`config.mk`:
```
export PLATFORM = sky130hd
export DESIGN_NAME = pipe_stage_elastic_flat
export DESIGN_NICKNAME = d
export VERILOG_FILES = /design/src/rtl/pipe_stage_elastic_if.sv /design/src/rtl/pipe_stage_elastic.sv /design/src/flat_wrapper.sv
export SDC_FILE = /design/constraint.sdc
export NUM_CORES = 1
export LEC_CHECK = 0
export ABC_AREA = 1
export CAP_MARGIN = 20
export CORE_MARGIN = 2
export CORE_UTILIZATION = 43
export DETAILED_ROUTE_END_ITERATION = 8
export PLACE_DENSITY = 0.77
export SETUP_SLACK_MARGIN = 0.02
export SYNTH_ARGS = -nofsm -noshare
export SYNTH_HDL_FRONTEND = slang
export SYNTH_SLANG_ARGS = --single-unit
```
`constraint.sdc`:
```
create_clock -name in_clk -period 2.25 [get_ports in_clk]
set_clock_uncertainty 0.15 [all_clocks]
set_input_delay 0.45 -clock in_clk [delete_from_list [all_inputs] [get_ports in_clk]]
set_output_delay 0.45 -clock in_clk [all_outputs]
set_load 0.02 [all_outputs]
```
`src/rtl/pipe_stage_elastic_if.sv`:
```
// Handshake bundle for one elastic pipeline stage: upstream beat in, downstream beat out.
// slave = the stage itself, master = the neighbouring logic that drives it.
interface pipe_stage_elastic_if #(
  parameter int WIDTH = 32
);
  logic             in_valid;
  logic             in_ready;
  logic [WIDTH-1:0] in_data;
  logic             out_valid;
  logic             out_ready;
  logic [WIDTH-1:0] out_data;

  modport slave (
    input  in_valid, in_data, out_ready,
    output in_ready, out_valid, out_data
  );

  modport master (
    output in_valid, in_data, out_ready,
    input  in_ready, out_valid, out_data
  );
endinterface

```
`src/rtl/pipe_stage_elastic.sv`:
```
// Elastic pipeline stage with 2-entry skid, 1-cycle latency, registered in_ready, full rate under out_ready=1.
// Backpressure fills the skid entry then drops in_ready; PIPE_STAGE_PERF_EN adds stall/bubble counters.
module pipe_stage_elastic #(
  parameter int WIDTH         = 32,
  parameter bit ZERO_ON_FLUSH = 1'b1,
  parameter int CNT_W         = 16
) (
  input  logic                  in_clk,
  input  logic                  in_rst,
  input  logic                  in_flush,
  pipe_stage_elastic_if.slave   bus,
  output logic [CNT_W-1:0]      out_stall_cnt,
  output logic [CNT_W-1:0]      out_bubble_cnt
);

  // State encoding is {skid_valid, main_valid}; 2'b10 is unreachable.
  typedef enum logic [1:0] {
    S_EMPTY = 2'b00,
    S_ONE   = 2'b01,
    S_FULL  = 2'b11
  } state_e;

  state_e           state_q, state_d;
  logic [WIDTH-1:0] main_dat_q, main_dat_d;
  logic [WIDTH-1:0] skid_dat_q, skid_dat_d;
  logic             in_rdy_q;
  logic             acc;
  logic             take;

  assign acc  = bus.in_valid & in_rdy_q & ~in_flush;
  assign take = state_q[0] & bus.out_ready;

  always_ff @(posedge in_clk or posedge in_rst) begin
    if (in_rst) begin
      state_q    <= S_EMPTY;
      main_dat_q <= '0;
      skid_dat_q <= '0;
      in_rdy_q   <= 1'b1;
    end else begin
      state_q    <= state_d;
      main_dat_q <= main_dat_d;
      skid_dat_q <= skid_dat_d;
      in_rdy_q   <= ~state_d[1];
    end
  end

  always_comb begin
    state_d    = state_q;
    main_dat_d = main_dat_q;
    skid_dat_d = skid_dat_q;
    if (in_flush) begin
      state_d = S_EMPTY;
      if (ZERO_ON_FLUSH) begin
        main_dat_d = '0;
        skid_dat_d = '0;
      end
    end else begin
      case (state_q)
        S_EMPTY: begin
          if (acc) begin
            main_dat_d = bus.in_data;
            state_d    = S_ONE;
          end
        end
        S_ONE: begin
          if (acc && take) begin
            main_dat_d = bus.in_data;
          end else if (acc) begin
            skid_dat_d = bus.in_data;
            state_d    = S_FULL;
          end else if (take) begin
            state_d    = S_EMPTY;
          end
        end
        S_FULL: begin
          if (take) begin
            main_dat_d = skid_dat_q;
            state_d    = S_ONE;
          end
        end
        default: state_d = S_EMPTY;
      endcase
    end
  end

  always_comb begin
    bus.in_ready  = in_rdy_q;
    bus.out_valid = state_q[0];
    bus.out_data  = main_dat_q;
  end

`ifdef PIPE_STAGE_PERF_EN
  localparam logic [CNT_W-1:0] CNT_ONE = CNT_W'(1);

  logic [CNT_W-1:0] stall_q;
  logic [CNT_W-1:0] bubble_q;

  // Counters observe the handshake only, so flush leaves them running.
  always_ff @(posedge in_clk or posedge in_rst) begin
    if (in_rst) begin
      stall_q  <= '0;
      bubble_q <= '0;
    end else begin
      if (state_q[0] && !bus.out_ready && !(&stall_q)) begin
        stall_q <= stall_q + CNT_ONE;
      end
      if (!state_q[0] && !(&bubble_q)) begin
        bubble_q <= bubble_q + CNT_ONE;
      end
    end
  end

  assign out_stall_cnt  = stall_q;
  assign out_bubble_cnt = bubble_q;
`else
  assign out_stall_cnt  = '0;
  assign out_bubble_cnt = '0;
`endif

endmodule

```
`src/flat_wrapper.sv`:
```
// flat-port wrapper written by rule: the top's interface ports become plain ports
module pipe_stage_elastic_flat 
#(
  parameter int WIDTH         = 32,
  parameter bit ZERO_ON_FLUSH = 1'b1,
  parameter int CNT_W         = 16
)
  (in_clk, in_rst, in_flush, out_stall_cnt, out_bubble_cnt, bus_in_valid, bus_in_data, bus_out_ready, bus_in_ready, bus_out_valid, bus_out_data);
  pipe_stage_elastic_if #(.WIDTH(WIDTH)) bus_i ();
  input  logic in_clk;
  input  logic in_rst;
  input  logic in_flush;
  output logic [CNT_W-1:0] out_stall_cnt;
  output logic [CNT_W-1:0] out_bubble_cnt;
  input wire logic [$bits(bus_i.in_valid)-1:0] bus_in_valid;
  input wire logic [$bits(bus_i.in_data)-1:0] bus_in_data;
  input wire logic [$bits(bus_i.out_ready)-1:0] bus_out_ready;
  output wire logic [$bits(bus_i.in_ready)-1:0] bus_in_ready;
  output wire logic [$bits(bus_i.out_valid)-1:0] bus_out_valid;
  output wire logic [$bits(bus_i.out_data)-1:0] bus_out_data;
  assign bus_i.in_valid = bus_in_valid;
  assign bus_i.in_data = bus_in_data;
  assign bus_i.out_ready = bus_out_ready;
  assign bus_in_ready = bus_i.in_ready;
  assign bus_out_valid = bus_i.out_valid;
  assign bus_out_data = bus_i.out_data;
  pipe_stage_elastic #(.WIDTH(WIDTH), .ZERO_ON_FLUSH(ZERO_ON_FLUSH), .CNT_W(CNT_W)) u_core (.in_clk(in_clk), .in_rst(in_rst), .in_flush(in_flush), .bus(bus_i), .out_stall_cnt(out_stall_cnt), .out_bubble_cnt(out_bubble_cnt));
endmodule
```
* Word-level counts from Yosys, hierarchy flattened
Cells that the tools add are included.
Widths: inputs -> output; s select.
** Word-level totals
- Register bits :: 67
- Input port bits :: 37
- Logic and storage cells :: 41
** Operators by class
- Eq/ne operators :: 8
- Multiplexer cells :: 15
- Bitwise logic cells :: 5
- Reductions and logical operators :: 8
** Operators with widths (count)
- $mux 32 :: 7
- $pmux 32 s3 :: 1
- $mux 2 :: 6
- $ne 3x2->1 const B :: 3
- $reduce_and 4->1 :: 2
- $pmux 2 s3 :: 1
- $ne 4x2->1 const B :: 1
- $reduce_bool 2->1 :: 2
- $reduce_bool 4->1 :: 1
- $and 1x1->1 :: 3
- $ne 3x3->1 const B :: 1
- $reduce_and 3->1 :: 1
- $eq 2x1->1 const B :: 1
- $eq 2x2->1 const B :: 1
- $logic_not 2->1 :: 1
- $ne 2x2->1 const B :: 1
- $not 1->1 :: 2
- $logic_and 1x1->1 :: 1

* Longest topological paths before layout
- Word-level depth :: 7
- Depth in mapped cells :: 9
- Depth with buffers taken out :: 8

* Worst setup path before layout
Ideal clock, no wire load.
- Kind :: flip-flop to flip-flop
- Start point :: reg u_core.state_q[0]
- End point :: reg u_core.main_dat_q[0] (netlist: u_core.bus.out_data[0])
- Setup time :: 0.118 ns
- Arrival time :: 1.481 ns
- Data required time :: 1.982 ns
- Slack :: 0.501 ns
- Cell stages (with the launch flop) :: 10
- Buffers on the path :: 1
- Path through :: dfrtp_1 > inv_1 > ha_1 > nor2_1 > nor2_1 > nand2_2 > nand2_8 > buf_6 > nand2_1 > o21ai_2
** On the way
- Cells in the longest elaborated chain, start to end :: 4
** RTL lines
- start, declared :: RTL line pipe_stage_elastic.sv:23 : state_e state_q, state_d;
- start signal, assigned :: RTL line pipe_stage_elastic.sv:40 : state_q <= state_d;
- $and 1x1->1 :: RTL line pipe_stage_elastic.sv:31 : assign take = state_q[0] & bus.out_ready;
- $logic_and 1x1->1 :: RTL line pipe_stage_elastic.sv:66 : if (acc && take) begin
- $ne 3x2->1 (no source line)
- $reduce_and 4->1 (no source line)
- end signal, assigned :: RTL line pipe_stage_elastic.sv:41 : main_dat_q <= main_dat_d;
- end, declared :: RTL line pipe_stage_elastic.sv:24 : logic [WIDTH-1:0] main_dat_q, main_dat_d;
Parallel ways exist; a longest one is shown, timed or not.
A chain may end at the register's enable or synchronous reset.

* Worst setup path after layout
- Start point :: reg u_core.in_rdy_q (netlist: u_core.bus.in_ready)
- End point :: out bus_in_ready
** RTL lines
- start, declared :: RTL line pipe_stage_elastic.sv:26 : logic in_rdy_q;
- start signal, assigned :: RTL line pipe_stage_elastic.sv:43 : in_rdy_q <= ~state_d[1];
- end, declared :: RTL line flat_wrapper.sv:18 : output wire logic [$bits(bus_i.in_ready)-1:0] bus_in_ready;
No word-level cell between the ends.

==> summary.txt <==
Run status
  • Status: completed

Placed design
  • Routability cong.: between 0.7 and 0.8
  • Dpl hpwl: approximately 5 mm
  • Port-buffer cells: 70
  • DP Cell Count: a little under 600
  • Worst slack, placed: 0.119 ns

Clock tree
  • H-tree depth: 3
  • CTS buffer count: 9
  • CTS tree: done
  • Clock network latency to the later pin of the worst-skew pair: roughly 0.34 ns
  • Root Buffer: clkbuf_8
  • CTS Buffer Depth: 2
  • CTS sink cnt: 67
  • # hold bufs at CTS: 0
  • # Post-CTS Setup Buffers: 0
  • Reg clk slew, reported paths: approximately 0.08 ns
  • Cts repair resizes: 0

Floorplan
  • Initial Util: a little over two fifths
  • Die Span Y: roughly 95 um
  • Die X: approximately 95 um
  • Ports: 103
  • Die ar.: roughly 8900 um2
  • Placement row count: 33
  • CORE AREA: around 8100 um2

Route
  • Routed Antenna Nets: 0
  • Vias/cell: between 4 and 5
  • Routed WL: approximately 7.1 mm
  • Post-route DRC: 0
  • Routed len/inst: 11.8 um
  • Drt first pass iters: 4
  • Vias: about 2800
  • 1st-iter DRT viols: ~130

Global routing
  • Antenna violations before repair: 0
  • Total global-route track usage: approximately 17%
  • Gr ovfl total: 0
  • First-pass GRT wire length: about 12 mm
  • Pin count of the biggest net entering global routing: 68
  • Vias in the first global route: between 2000 and 3000

Job
  • Max-cap violations: 0

Power
  • Sequential power share: between 40 and 50%
  • Static leakage: around 0.002 uW
  • Comb pwr share: a little under a quarter
  • Int Pwr: between 2000 and 2500 uW
  • Pwr Total: ~3000 uW
  • Peak supply drop: between 0.0003 and 0.0004 V
  • Clock network fraction of design power: about 31%
  • Switch Pwr: 930 uW
  • Sw Ratio: 31.1%
  • Power Dens Cells: between 600 and 700 nW/um2

STA
  • Hold Vio Cnt, Final: 0
  • Period minus WS final: about 2.1 ns
  • RSZ-0062 raised after global routing: false
  • Final setup fails: 0
  • Setup TNS: 0 ns
  • Final Max Tran Viols: 0
  • Final WS setup: between 0.15 and 0.2 ns
  • F_max: around 480 MHz
  • Period Utilization, post-route: 93.3%

Synthesis
  • Post-synthesis cell count: about 420
  • Synth cell types: 24
  • Synthesized area: ~3500 um2
  • Post-synthesis sequential area ratio: between 40% and 50%
  • Mapped Avg Cell Area: between 8 and 9 um2
  • Synth warn: 0
  • Synthesized flop and latch total: 67

Setup path
  • Crit path max-delay family: buffers and inverters
  • Setup crit start kind: flip-flop
  • Req. time, crit path: around 1.7 ns
  • CP max FO: 3
  • Critical-path top delay cell: clkdlybuf4s50_1
  • Max incr delay on CP: ~0.60 ns
  • Worst path arrival time: ~1.5 ns
  • Crit path kind: reg2out
  • Critical path cell sequence: clkdlybuf4s50_1
  • Worst Setup End Kind: output pin
  • Buf+Inv Stages, Crit Path: 1

Cells and area
  • ANT cells: 0
  • Storage cell area: between 1500 and 2000 um2
  • Fraction of layout cells with a size suffix above 1: ~15%
  • Area taken by multi-input logic gates: between 1000 and 1500 um2
  • Post-route insts no fill: around 600
  • Layout area overhead: 25.2%
  • # nets final: roughly 530
  • Fillers: about 750
  • Final core occ: a little over half

Hold path
  • Hold Path Class: reg2reg
-- power by group through the flow --
stage	Combinational, uW	Clock (uW)	Sequential [uW]
detailed placement	713	0	1370
global placement	699	0	1370
CTS	715	965	1350
floorplan	379	0	1450
global route	773	1010	1360
finish	705	934	1350
-- sequential cells by signal (all words and copies together) (netlist names) --
| name | flops |
|---|---|
| u_core.bus.in_ready | 1 |
| u_core.bus.out_data | 32 |
| u_core.skid_dat_q | 32 |
| u_core.state_q | 2 |
-- metal layers --
| layer | wire length [um] | up-vias | global-route usage [%] |
|---|---|---|---|
| met5 | 0 | - | 0 |
| met3 | 473 | 12 | 4.07 |
| met4 | 121 | 0 | 7.37 |
| met2 | 3280 | 96 | 27.0 |
| li1 | - | 1397 | - |
| met1 | 3220 | 1269 | 21.9 |
-- worst reg2reg max path, delay by kind of cell, from the launching register on --
| kind | cells | cell delay, ns |
|---|---|---|
| compound gates | 1 | 0.05 |
| fa+ha+maj | 1 | 0.31 |
| buf+inv | 2 | 0.29 |
| flops | 1 | 0.47 |
| simple gates | 5 | 0.50 |
-- per-stage QoR --
| step | instance area, um2 | hold slack [ns] |
|---|---|---|
| after floorplan | 3650 | 0.336 |
| after global placement | 4220 | 0.316 |
| after detailed placement | 4220 | 0.321 |
| after CTS | 4410 | 0.338 |
| after global routing | 4410 | 0.362 |
| final | 4410 | 0.336 |
-- synth_stat cells, drive strengths merged --
library cell  count  share of area [%]
a21oi            34                4.9
buf              49                 11
clkbuf            5               0.53
conb              1               0.11
dfrtp            66                 47
dfstp             1               0.75
ha                4                1.4
inv              40                4.3
nand2           111                 12
nand3             6               0.99
nand4             1               0.18
nor2             37                4.1
o21ai            67                 13
-- area by class of cell --
class	instances	area share, %
repair buffers	81	18.9
well taps	105	2.98
clock inverters	5	0.851
multi-input cells	292	32.4
flip-flops and latches	67	38.0
inverters	40	3.49
clock buffers	11	3.43
-- kinds of logic after synthesis --
group           Yosys count  share of synthesized area, %
flops                    67                          47.6
compound gates          101                          17.8
other cells               1                         0.106
buf+inv                  94                          15.3
fa+ha+maj                 4                          1.42
simple gates            155                          17.7
-- placed cells by master (no fill, tap or decap), types with 7 or more instances in the layout --
cell             count
nor2_1              35
a21oi_1             33
conb_1              32
dfrtp_1             66
clkbuf_8            11
nand2_1            107
o21ai_2             32
buf_4                7
clkdlybuf4s50_1     70
o21ai_0             31
inv_1               37
-- final timing paths --
path,startpoint,depth (start not counted),to,slack [ns]
setup / recovery,u_core.bus.in_ready,1,bus_in_ready,0.15
hold / removal,u_core.bus.out_data[0],2,u_core.bus.out_data[0],0.34
min in group asynchronous,in_rst,3,u_core.bus.out_data[21],0.41
hold reg to reg,u_core.bus.out_data[0],2,u_core.bus.out_data[0],0.34
setup reg to reg,u_core.state_q[0],9,u_core.bus.out_data[31],0.38
max in group asynchronous,in_rst,3,u_core.bus.in_ready,1.24
Power figures use the tool's default switching activity.
